$ cat src/rtl/muldiv_pkg.sv
// Shared types and helpers for the iterative multiply/divide unit.
package muldiv_pkg;

  typedef enum logic [1:0] {
    OpMult  = 2'b00,
    OpMultu = 2'b01,
    OpDiv   = 2'b10,
    OpDivu  = 2'b11
  } muldiv_op_t;

  typedef enum logic [1:0] {
    StIdle,
    StIter,
    StFix
  } muldiv_state_t;

  // Counter must hold the full iteration count WIDTH/BPC.
  function automatic int unsigned cnt_width(input int unsigned width, input int unsigned bpc);
    return $clog2(width / bpc) + 1;
  endfunction

endpackage

$ cat src/rtl/muldiv_step.sv
// One radix-2 step: shift-add multiply or restoring-subtract divide on an {hi, lo} pair.
module muldiv_step #(
  parameter int unsigned WIDTH = 32
) (
  input  logic             is_div_i,
  input  logic [WIDTH-1:0] hi_i,
  input  logic [WIDTH-1:0] lo_i,
  input  logic [WIDTH-1:0] m_i,
  output logic [WIDTH-1:0] hi_o,
  output logic [WIDTH-1:0] lo_o
);

  logic [WIDTH:0] sum;
  logic [WIDTH:0] shl;
  logic [WIDTH:0] diff;

  always_comb begin
    sum  = {1'b0, hi_i} + ({1'b0, m_i} & {(WIDTH + 1){lo_i[0]}});
    shl  = {hi_i, lo_i[WIDTH-1]};
    diff = shl - {1'b0, m_i};
    if (is_div_i) begin
      // Partial remainder stays below the divisor, so the MSB of diff is the borrow.
      if (!diff[WIDTH]) begin
        hi_o = diff[WIDTH-1:0];
        lo_o = {lo_i[WIDTH-2:0], 1'b1};
      end else begin
        hi_o = shl[WIDTH-1:0];
        lo_o = {lo_i[WIDTH-2:0], 1'b0};
      end
    end else begin
      hi_o = sum[WIDTH:1];
      lo_o = {sum[0], lo_i[WIDTH-1:1]};
    end
  end

endmodule

$ cat src/rtl/muldiv_unit.sv
// Iterative MULT/MULTU/DIV/DIVU unit with HI/LO registers and start/busy/done handshake.
// Optional early termination when MULDIV_EARLY_TERM_EN is defined.
module muldiv_unit
  import muldiv_pkg::*;
#(
  parameter int unsigned WIDTH = 32,
  parameter int unsigned BPC   = 1
) (
  input  logic             clk_i,
  input  logic             reset_i,
  input  logic             start_i,
  input  muldiv_op_t       op_i,
  input  logic [WIDTH-1:0] a_i,
  input  logic [WIDTH-1:0] b_i,
  input  logic             mthi_i,
  input  logic             mtlo_i,
  input  logic [WIDTH-1:0] hi_wdata_i,
  input  logic [WIDTH-1:0] lo_wdata_i,
  output logic             busy_o,
  output logic             done_o,
  output logic [WIDTH-1:0] hi_o,
  output logic [WIDTH-1:0] lo_o
);

  localparam int unsigned N  = WIDTH / BPC;
  localparam int unsigned CW = cnt_width(WIDTH, BPC);

  muldiv_state_t    state_q;
  logic             is_div_q, neg_res_q, neg_rem_q, dz_q, busy_q, done_q;
  logic [CW-1:0]    cnt_q;
  logic [WIDTH-1:0] acc_q, wlo_q, m_q, hi_q, lo_q;

  logic             a_neg, b_neg, iter_last;
  logic [WIDTH-1:0] a_mag, b_mag;
  logic [WIDTH-1:0] ch_hi [BPC+1];
  logic [WIDTH-1:0] ch_lo [BPC+1];

  always_comb begin
    a_neg = ~op_i[0] & a_i[WIDTH-1];
    b_neg = ~op_i[0] & b_i[WIDTH-1];
    a_mag = a_neg ? -a_i : a_i;
    b_mag = b_neg ? -b_i : b_i;
  end

  assign ch_hi[0] = acc_q;
  assign ch_lo[0] = wlo_q;

  for (genvar i = 0; i < BPC; i++) begin : gen_step
    muldiv_step #(
      .WIDTH(WIDTH)
    ) u_step (
      .is_div_i(is_div_q),
      .hi_i    (ch_hi[i]),
      .lo_i    (ch_lo[i]),
      .m_i     (m_q),
      .hi_o    (ch_hi[i+1]),
      .lo_o    (ch_lo[i+1])
    );
  end

`ifdef MULDIV_EARLY_TERM_EN
  logic [WIDTH-1:0] rem_mask;
  always_comb begin
    // Low bits of lo still holding unconsumed multiplier after this iteration.
    rem_mask  = ~({WIDTH{1'b1}} << ((32'(cnt_q) - 32'd1) * BPC));
    iter_last = (cnt_q == CW'(1)) || (!is_div_q && ((ch_lo[BPC] & rem_mask) == '0));
  end
`else
  assign iter_last = (cnt_q == CW'(1));
`endif

  logic [2*WIDTH-1:0] prod_sh, prod_fix;
  logic [WIDTH-1:0]   quo, rem, fix_hi, fix_lo;

  always_comb begin
`ifdef MULDIV_EARLY_TERM_EN
    // Skipped iterations would only have shifted right; apply that shift here.
    prod_sh = {acc_q, wlo_q} >> (32'(cnt_q) * BPC);
`else
    prod_sh = {acc_q, wlo_q};
`endif
    prod_fix = neg_res_q ? -prod_sh : prod_sh;
    quo      = dz_q ? '1 : (neg_res_q ? -wlo_q : wlo_q);
    rem      = neg_rem_q ? -acc_q : acc_q;
    fix_hi   = is_div_q ? rem : prod_fix[2*WIDTH-1:WIDTH];
    fix_lo   = is_div_q ? quo : prod_fix[WIDTH-1:0];
  end

  always_ff @(posedge clk_i) begin
    if (reset_i) begin
      state_q   <= StIdle;
      is_div_q  <= 1'b0;
      neg_res_q <= 1'b0;
      neg_rem_q <= 1'b0;
      dz_q      <= 1'b0;
      busy_q    <= 1'b0;
      done_q    <= 1'b0;
      cnt_q     <= '0;
      acc_q     <= '0;
      wlo_q     <= '0;
      m_q       <= '0;
      hi_q      <= '0;
      lo_q      <= '0;
    end else begin
      done_q <= 1'b0;
      if (mthi_i) hi_q <= hi_wdata_i;
      if (mtlo_i) lo_q <= lo_wdata_i;
      case (state_q)
        StIdle: begin
          if (start_i) begin
            is_div_q  <= op_i[1];
            neg_res_q <= a_neg ^ b_neg;
            neg_rem_q <= a_neg;
            dz_q      <= op_i[1] && (b_i == '0);
            cnt_q     <= CW'(N);
            busy_q    <= 1'b1;
            acc_q     <= '0;
            wlo_q     <= op_i[1] ? a_mag : b_mag;
            m_q       <= op_i[1] ? b_mag : a_mag;
            state_q   <= StIter;
`ifdef MULDIV_EARLY_TERM_EN
            if (op_i[1] && (b_i == '0)) begin
              acc_q   <= a_mag;
              state_q <= StFix;
            end
`endif
          end
        end
        StIter: begin
          acc_q <= ch_hi[BPC];
          wlo_q <= ch_lo[BPC];
          cnt_q <= cnt_q - CW'(1);
          if (iter_last) state_q <= StFix;
        end
        StFix: begin
          // Result write lands after the MT writes above, so it takes priority.
          hi_q    <= fix_hi;
          lo_q    <= fix_lo;
          done_q  <= 1'b1;
          busy_q  <= 1'b0;
          state_q <= StIdle;
        end
        default: state_q <= StIdle;
      endcase
    end
  end

  assign busy_o = busy_q;
  assign done_o = done_q;
  assign hi_o   = hi_q;
  assign lo_o   = lo_q;

endmodule
$ cat config.mk
export PLATFORM = sky130hd
export DESIGN_NAME = muldiv_unit
export DESIGN_NICKNAME = d
export VERILOG_FILES = /design/src/rtl/muldiv_pkg.sv /design/src/rtl/muldiv_step.sv /design/src/rtl/muldiv_unit.sv
export SDC_FILE = /design/constraint.sdc
export NUM_CORES = 1
export LEC_CHECK = 0
export CAP_MARGIN = 10
export CORE_MARGIN = 5
export CORE_UTILIZATION = 52
export CTS_CLUSTER_DIAMETER = 80
export DETAILED_ROUTE_END_ITERATION = 10
export PLACE_DENSITY = 0.77
export SKIP_LAST_GASP = 1
export SLEW_MARGIN = 20
export SYNTH_ARGS = -nofsm -noshare
export SYNTH_HDL_FRONTEND = slang
export SYNTH_HIERARCHICAL = 1
export SYNTH_SLANG_ARGS = --single-unit
$ cat constraint.sdc
create_clock -name clk_i -period 3.75 [get_ports clk_i]
set_input_delay 0.375 -clock clk_i [delete_from_list [all_inputs] [get_ports clk_i]]
set_output_delay 0.375 -clock clk_i [all_outputs]
set_load 0.01 [all_outputs]
Yosys cells after proc, flatten, opt, wreduce, memory -nomap -nowiden --
Cells that the tools add are included.
Word-level totals: register bits after elaboration 174, latch bits 0, bits in writable memories 0, memory bits (read-only) 0, logic and storage cells 72, memories kept 0
Cells by class: add/sub/neg operators 8, multiply operators 0, div/mod/pow operators 0, magnitude comparators 0, eq/ne operators 5, shift operators 0, multiplexer cells 30, bitwise gates (word level) 5, reduce and logical (&&, ||, !) cells 11
Operators with widths (number):
- 32-bit 2-to-1 mux | 18
- 32-bit negation | 4
- 32-bit case mux with 2 select lines | 2
- 64-bit 2-to-1 mux | 1
- 64-bit negation | 1
- 32-bit by 33-bit adder with 33-bit output | 1
- 32-bit by 33-bit bitwise AND with 33-bit output | 1
- 33-bit by 32-bit subtractor with 33-bit output | 1
- 32-bit logical NOT | 1
- 6-bit case mux with 2 select lines | 1
- 2-bit AND reduction | 4
- 2-bit nonzero test | 4
- 6-bit by 1-bit equality test with 1-bit output (second input constant) | 1
- 6-bit 2-to-1 mux | 1
- 6-bit by 1-bit subtractor with 6-bit output (second input constant) | 1
- 2-bit 2-to-1 mux | 2
- 2-bit inequality test (second input constant) | 2
- 2-bit case mux with 2 select lines | 1
- 1-bit 2-to-1 mux | 3
- 1-bit bitwise AND | 2
- 2-bit by 1-bit equality test with 1-bit output (second input constant) | 1
- 2-bit equality test (second input constant) | 1
- 2-bit logical NOT | 1
- 1-bit case mux with 2 select lines | 1
- 3 further kinds | 3

Logic depth before layout (Yosys ltp) --
Gate-level depths: netlist of run 1.
word-level depth 6, gate-level depth with buffers 15, mapped depth without buffers 14

Cells and area by module --
The synthesis of run 1 kept the hierarchy.
Modules (own cells, without submodules):
- muldiv_unit | times used 1, cells each 1286, area an instance 10560.1 um^2, sequential area each 3483.3 um^2
- muldiv_step | times used 1, cells each 652, area an instance 4525.6 um^2, sequential area each 0.0 um^2

Worst setup path before layout of run 1 --
OpenSTA, ideal clock, no wires.
kind flip-flop to flip-flop, start register wlo_q[0], end register acc_q[29], data arrival time 3.494 ns, required time 3.633 ns, path slack 0.140 ns, stages on the path, launching flop included 15, period minus slack after synthesis 3.610 ns, path through dfxtp_1 -> clkbuf_1 -> and2_1 -> ha_1 -> a21o_1 -> or4_1 -> a311oi_2 -> nor4_1 -> a41oi_2 -> a211oi_1 -> or4_1 -> a21oi_2 -> xor2_1 -> mux2i_1 -> a22o_1
RTL lines:
- start: declaration | line muldiv_unit.sv:31 | logic [WIDTH-1:0] acc_q, wlo_q, m_q, hi_q, lo_q;
- start signal: assignment | line muldiv_unit.sv:118 | wlo_q <= op_i[1] ? a_mag : b_mag;
- start signal: assignment | line muldiv_unit.sv:131 | wlo_q <= ch_lo[BPC];
- end signal: assignment | line muldiv_unit.sv:130 | acc_q <= ch_hi[BPC];
- end: declaration | line muldiv_unit.sv:31

==> results of run 1 <==
==> placed cells by master, fill, tap and decap left out, types with 53 or more instances in the layout <==
cell type        instances
nand2_1                161
mux2i_1                 74
xor2_1                  76
dfxtp_1                173
xnor2_1                 81
o21ai_0                 62
buf_4                   69
clkdlybuf4s50_1        198
inv_1                   69
a21oi_1                180
nand3_1                 53
nor2_1                 134
ha_1                    70
==> flip-flops by register name (all words and copies together) (netlist names), 2 cells and up <==
signal	flops
m_q	32
lo_o	32
cnt_q	6
hi_o	32
acc_q	32
wlo_q	32
state_q	2
==> power by group <==
part | total (mW) | internal (mW) | switching (mW)
combinational | 2.49 | 1.09 | 1.40
clock | 1.96 | 1.04 | 0.917
sequential | 2.22 | 1.99 | 0.231
total | 6.67 | 4.12 | 2.55
==> worst max path at each step <==
stage               depth (start not counted)  slack (ns)         to
finish                                     15        0.21  acc_q[27]
global route                               15        0.06  acc_q[19]
CTS                                        15        0.18   acc_q[9]
detailed placement                         15        0.22   acc_q[9]
global placement                           15        0.28   acc_q[5]
floorplan                                  14        0.14  acc_q[29]
==> final cells by class <==
| type | count | area share, % |
|---|---|---|
| Clock buffer | 18 | 2.35 |
| Clock inverter | 14 | 1.18 |
| Inverter | 72 | 1.48 |
| Multi-Input combinational cell | 1572 | 59.5 |
| Sequential cell | 174 | 19.1 |
| Tap cell | 384 | 2.63 |
| Timing Repair Buffer | 270 | 13.8 |
==> layer usage <==
layer  vias up  global-route usage (%)  share of wire (%)
met5         -                       0                  0
met4         0                    8.92                2.8
met3       118                    5.03                8.2
met2       802                    47.4                 45
met1      7601                    41.7                 44
li1       7590                       -                  -
==> worst register-to-register path: cells and delay by family (launching register included) <==
family | cells | cell delay, ns
buffers and inverters | 4 | 0.57
adders and majority gates | 1 | 0.36
muxes | 2 | 0.24
DFF | 1 | 0.44
AOI/OAI and AO/OA | 8 | 1.83
==> repair_timing <==
action | in CTS | in global routing
setup endpoints to repair | 0 | 25
resized for setup | 0 | 1
hold buffers | 0 | 0
==> metrics by stage <==
stage               cells  instance area (um^2)  setup slack [ns]  hold slack (ns)  power (mW)
floorplan            1938                 15100             0.140            0.432        3.81
global placement     2472                 17600             0.281            0.444        4.65
detailed placement   2472                 17600             0.224            0.449        4.69
CTS                  2504                 18300             0.184            0.373        6.62
global route         2504                 18300            0.0623            0.403        6.97
finish               2504                 18300             0.207            0.400        6.67
==> cell families (layout without fill, tap and decap cells) <==
kind of cell	after synthesis	count (layout)
and+or+nand+nor	628	628
buffers and inverters	192	374
xor gates and xnor gates	158	158
DFF	174	174
adders and majority gates	72	72
muxes	108	108
AOI/OAI and AO/OA	606	606
==> PnR_summary.wiki, run 1 <==
{| class="wikitable"
! Metric !! Value
|-
| Result of the run || finished clean
|-
| Number of different library cells in the post-synthesis netlist || 94
|-
| Die area || around 0.033 mm^2
|-
| Number of warning messages in the yosys log || 6
|-
| CORE AREA || around 0.029 mm^2
|-
| Sum Neg Setup Slack || 0 ns
|-
| Number of antenna violations at the first check in global routing || 0
|-
| Area used by multi-input combinational logic || roughly 0.011 mm^2
|-
| Complex-gate fraction of the synthesized area || a little over a quarter
|-
| Final setup violating endpoints || 0
|-
| Startpoint of the worst setup timing path || m_q[2]
|-
| Xor and xnor area share after synthesis || approximately 9.2%
|-
| Fraction of the mapped netlist area in adder cells || a little over 6%
|-
| Fraction of synthesized cell area taken by the top area cell type || a little under a quarter
|-
| Height of the die || about 180 um
|-
| RSZ-0062 raised after global routing || false
|-
| Grt ovf || 0
|-
| CTS max path bufs || 2
|-
| Wire length after detailed routing || 52300 um
|-
| WP data arrival || just under 4 ns
|-
| Proportion of synthesized area in mux cells || between 7 and 8%
|-
| Reg2Reg Depth || 15
|-
| Synthesized-area fraction occupied by and/or/nand/nor cells || 21.7%
|-
| Kind of end point of the critical path || register
|-
| Cell Chain, Critical Path || inv_1, ha_1, o21a_1, o31a_1, o31ai_1, buf_4, o31ai_1, a31oi_1, buf_4, o21a_1, buf_4, a311o_1, mux2i_1, mux2i_1, a22o_1
|-
| Average vias per placed instance || 6.43
|-
| Fraction of layout instances using a drive strength above 1 || under 10%
|-
| Area occupied by registers || 0.00349 mm^2
|-
| Leak || roughly 7.4 nW
|-
| Width of the die || ~180 um
|-
| Initial Util || roughly 53%
|-
| Number of synthesized flops with an enable pin || 0
|-
| DRC violations left || 0
|-
| Via count of the first global-routing pass || 14.8k
|-
| Count of buffers inserted at the top-level ports || 200
|-
| R2R Path End || acc_q[27]
|-
| Util after Layout || 63.7%
|-
| Worst slew slack as a fraction of its limit || ~30%
|-
| Std-Cell Rows || 62
|-
| Max-cap viol count || 0
|-
| Worst path required time || 4.09 ns
|-
| # nets final || around 2.3k
|-
| Top post-synthesis cells by area || dfxtp_1, a21oi_1, ha_1
|-
| Origin of the critical flop-to-flop path || m_q[2]
|-
| Starting DRT DRC Count || 1768
|-
| Total standard cell area after synthesis || roughly 0.015 mm^2
|-
| Buf+Inv Stages, Crit Path || 4
|-
| Antenna Nets Post-Route || 0
|-
| Number of iterations in the first detailed-routing pass || 8
|-
| Number of clock buffers inserted by TritonCTS || 17
|-
| Post-synth net total || approximately 2.1k
|-
| Endpoint of the worst hold path || lo_o[17]
|-
| Skew final || approximately 0.023 ns
|-
| Mapped Cells || 1938
|-
| Internal reg-to-reg setup slack || around 0.21 ns
|-
| Maximum vdd ir drop || 0.370 mV
|-
| Power per standard cell area || about 360 mW/mm^2
|-
| Global-route wire length before repair || 80500 um
|-
| Hold violation total from the final report || 0
|-
| Worst hold path type || input pin to register
|-
| Clk Tree Root Cell || clkbuf_16
|-
| Detail-routed net length per standard cell || 20.9 um
|-
| Cells on Worst Hold Path || 3
|-
| Final max-slew violation count || 0
|-
| Antenna fix cells || 0
|-
| Category of the worst setup path launch point || register
|-
| Clock-pin slew on the worst setup and hold paths || ~0.080 ns
|-
| GRT Total Usage || 29.8%
|-
| Crit Path Category || register to register
|-
| Cell repeated most along the worst path || buf_4
|-
| Post-synthesis cell type with the largest combined area || dfxtp_1
|-
| Commonest cells post-synth || a21oi_1, dfxtp_1, nand2_1
|-
| Async set-or-reset flop fraction in the synthesized netlist || 0%
|-
| Vias after detailed routing || 16.1k
|-
| Top-level I/O count || 201
|-
| Critical-path maximum fanout || 4
|-
| CTS tree || done
|-
| Setup repair bufs after CTS || 0
|-
| Post-synthesis to final-layout area growth || 21.2%
|-
| Slowest stage delay, CP || 0.44 ns
|-
| Crit path max-delay family || compound AO/OA/AOI/OAI gates
|-
| Final HPWL DP || approximately 40000 um
|-
| Main combinational cell family by area after synthesis || compound AO/OA/AOI/OAI gates
|-
| Clock network latency to the later pin of the worst-skew pair || ~0.45 ns
|-
| Top achievable clock speed || roughly 0.28 GHz
|-
| Worst-Margin Slew || between 1 and 1.5 ns
|-
| Final critical path time including I/O delays and setup || 3.54 ns
|-
| Crit share post-route || between 90% and 100%
|-
| Weighted congestion reported at the end of routability-driven placement || around 0.99
|-
| Dominant cell by count in the synthesized netlist || a21oi_1
|-
| Count of state elements after synthesis || 174
|-
| Syn_area_per_cell || around 7.8 um^2
|-
| Slowest CP cell || dfxtp_1
|-
| Largest net degree at the start of global routing || between 60 and 70
|-
| Sequential element share of the synthesized area || 23.1%
|-
| Number of clock sinks seen by CTS || about 170
|-
| Hold wc startpoint || reset_i
|-
| Most used flip-flop cell after synthesis || dfxtp_1
|-
| H-tree depth || 4
|-
| Fillcell total || ~2.5k
|}
Note: power is estimated with default switching activity, not from simulation.
==> inputs of run 2 (changes only) <==
--- a/config.mk
+++ b/config.mk
@@ -6,11 +6,10 @@
 export NUM_CORES = 1
 export LEC_CHECK = 0
 export CAP_MARGIN = 10
-export CORE_MARGIN = 5
-export CORE_UTILIZATION = 52
+export CORE_UTILIZATION = 55
 export CTS_CLUSTER_DIAMETER = 80
 export DETAILED_ROUTE_END_ITERATION = 10
-export PLACE_DENSITY = 0.77
+export PLACE_DENSITY = 0.78
 export SKIP_LAST_GASP = 1
 export SLEW_MARGIN = 20
 export SYNTH_ARGS = -nofsm -noshare
==> constraint.sdc (replaced) <==
create_clock -name clk_i -period 3.89 [get_ports clk_i]
set_input_delay 0.389 -clock clk_i [delete_from_list [all_inputs] [get_ports clk_i]]
set_output_delay 0.389 -clock clk_i [all_outputs]
set_load 0.01 [all_outputs]
==> run 2 against run 1 <==
First-iteration DRC count increased by 12%; combinational power decreased by 4%; worst setup slack got worse by 0.023 ns; utilization increased by 3.5 points.
==> PnR_summary.wiki, run 2 (synthesis gave the netlist of run 1 again) <==
{| class="wikitable"
! Metric !! Value
|-
| Max-cap viol count || 0
|-
| Fraction of layout instances using a drive strength above 1 || under 10%
|-
| H-tree depth || 4
|-
| Average vias per placed instance || between 6 and 7
|-
| Number of buffers inserted by hold repair at cts || 0
|-
| Height of the die || ~170 um
|-
| Largest net degree at the start of global routing || 80
|-
| Final critical path time including I/O delays and setup || roughly 3.7 ns
|-
| Design area || about 0.018 mm^2
|-
| CTS tree || done
|-
| Worst slack, placed || approximately 0.15 ns
|-
| Maximum vdd ir drop || ~0.26 mV
|-
| Top achievable clock speed || approximately 0.27 GHz
|-
| Via count of the first global-routing pass || ~15k
|-
| Grt ovf || 0
|-
| Number of iterations in the first detailed-routing pass || 6
|-
| Number of clock buffers inserted by TritonCTS || 17
|-
| Result of the run || finished clean
|-
| Clk Tree Root Cell || clkbuf_16
|-
| Non-Filler Instances || 2447
|-
| Crit share post-route || 95.3%
|-
| Wire length after detailed routing || between 50000 and 60000 um
|-
| Worst slew slack as a fraction of its limit || roughly 36%
|-
| Critical-path maximum fanout || 32
|-
| Std-Cell Rows || 60
|-
| Post-Route Hold Slack || 0.325 ns
|-
| WP data arrival || roughly 4.0 ns
|-
| Post-synthesis to final-layout area growth || 20.1%
|-
| GRT Total Usage || between 30% and 40%
|-
| CORE AREA || ~0.027 mm^2
|-
| Width of the die || 168 um
|-
| Clock-pin slew on the worst setup and hold paths || 0.08 ns
|-
| Global-route wire length before repair || between 80000 and 90000 um
|-
| Total Power || ~6.4 mW
|-
| DRC violations left || 0
|-
| Final max-slew violation count || 0
|-
| Hold violation total from the final report || 0
|-
| CTS max path bufs || 2
|-
| Category of the worst setup path launch point || register
|-
| Worst-Margin Slew || 0.956 ns
|-
| Worst hold path type || input pin to register
|-
| Startpoint of the worst setup timing path || wlo_q[31]
|-
| Number of clock sinks seen by CTS || around 170
|-
| Final HPWL DP || a little under 40000 um
|-
| Kind of end point of the critical path || register
|-
| Leak || ~7.4 nW
|-
| Power per standard cell area || roughly 350 mW/mm^2
|-
| Vias after detailed routing || between 15k and 20k
|-
| Detail-routed net length per standard cell || roughly 21 um
|-
| Antenna fix cells || 0
|-
| Top-level I/O count || about 200
|-
| Least setup slack across all paths after layout || between 0.15 and 0.2 ns
|-
| Initial Util || 56.0%
|-
| Instance area at placement || between 0.015 and 0.02 mm^2
|-
| Setup repair bufs after CTS || 0
|-
| Hold wc startpoint || reset_i
|-
| Weighted congestion reported at the end of routability-driven placement || ~1
|-
| Util after Layout || 67.2%
|-
| Sum Neg Setup Slack || 0 ns
|-
| Origin of the critical flop-to-flop path || wlo_q[31]
|-
| Most common cell after layout, fill and taps aside || clkdlybuf4s50_1
|-
| Count of buffers inserted at the top-level ports || 200
|-
| Worst path required time || 4.22 ns
|-
| Starting DRT DRC Count || 1988
|-
| Crit Path Category || register to register
|-
| RSZ-0062 raised after global routing || false
|-
| Skew final || 0.0173 ns
|-
| # nets final || ~2.3k
|-
| Commonest cells after routing, fill and taps aside || clkdlybuf4s50_1, a21oi_1, dfxtp_1
|-
| Number of antenna violations at the first check in global routing || 0
|-
| Clock network latency to the later pin of the worst-skew pair || roughly 0.45 ns
|-
| Antenna Nets Post-Route || 0
|-
| Number of cells in the design after placement || approximately 2.4k
|-
| Die area || ~0.028 mm^2
|-
| Final setup violating endpoints || 0
|}
## run 2: final timing paths
check                                 end  slack [ns]  cells past startpoint
worst max register to register  acc_q[17]        0.18                     15
worst min register to register   lo_o[10]        0.46                      2
worst min-delay path             is_div_q        0.32                      2
worst max-delay path            acc_q[17]        0.18                     15
## run 2: area by class of cell
cell class / instances / area [um^2]
Clock buffer: 17 / 425
Clock inverter: 15 / 210
Fill cell: 2316 / 8830
Inverter: 72 / 270
Multi-Input combinational cell: 1572 / 10900
Sequential cell: 174 / 3490
Tap cell: 341 / 427
Timing Repair Buffer: 256 / 2420
## run 2: repair_timing
action	CTS	global route
endpoints found under the hold margin	0	0
endpoints found under the setup margin	0	23
gates resized for setup	0	1
## run 2: per-layer routing
metal  part of all wire [%]  up-vias  global-route usage [%]
met1                     43     7542                    49.3
met4                    3.9        0                    14.7
met3                    9.1      141                    4.40
li1                       -     7538                       -
met2                     44      908                    57.0
met5                      0        -                       0
## run 2: worst max-delay path, cell delays in order, from the launching register on
cell and delay (ns):
dfxtp_1 0.45, inv_1 0.09, ha_1 0.24, fa_1 0.42, nand2b_1 0.18, a21o_1 0.19, a211oi_2 0.26, a31oi_1 0.23
o21ai_1 0.19, a21oi_1 0.10, a31oi_1 0.24, xnor2_2 0.18, buf_12 0.27, mux2i_1 0.22, o21ai_1 0.08, a22o_2 0.25
## run 2: power by group
group,switching [mW],internal (mW),leakage [nW]
Clock,0.914,0.944,0.308
Combinational,1.36,1.02,5.63
Sequential,0.221,1.92,1.43
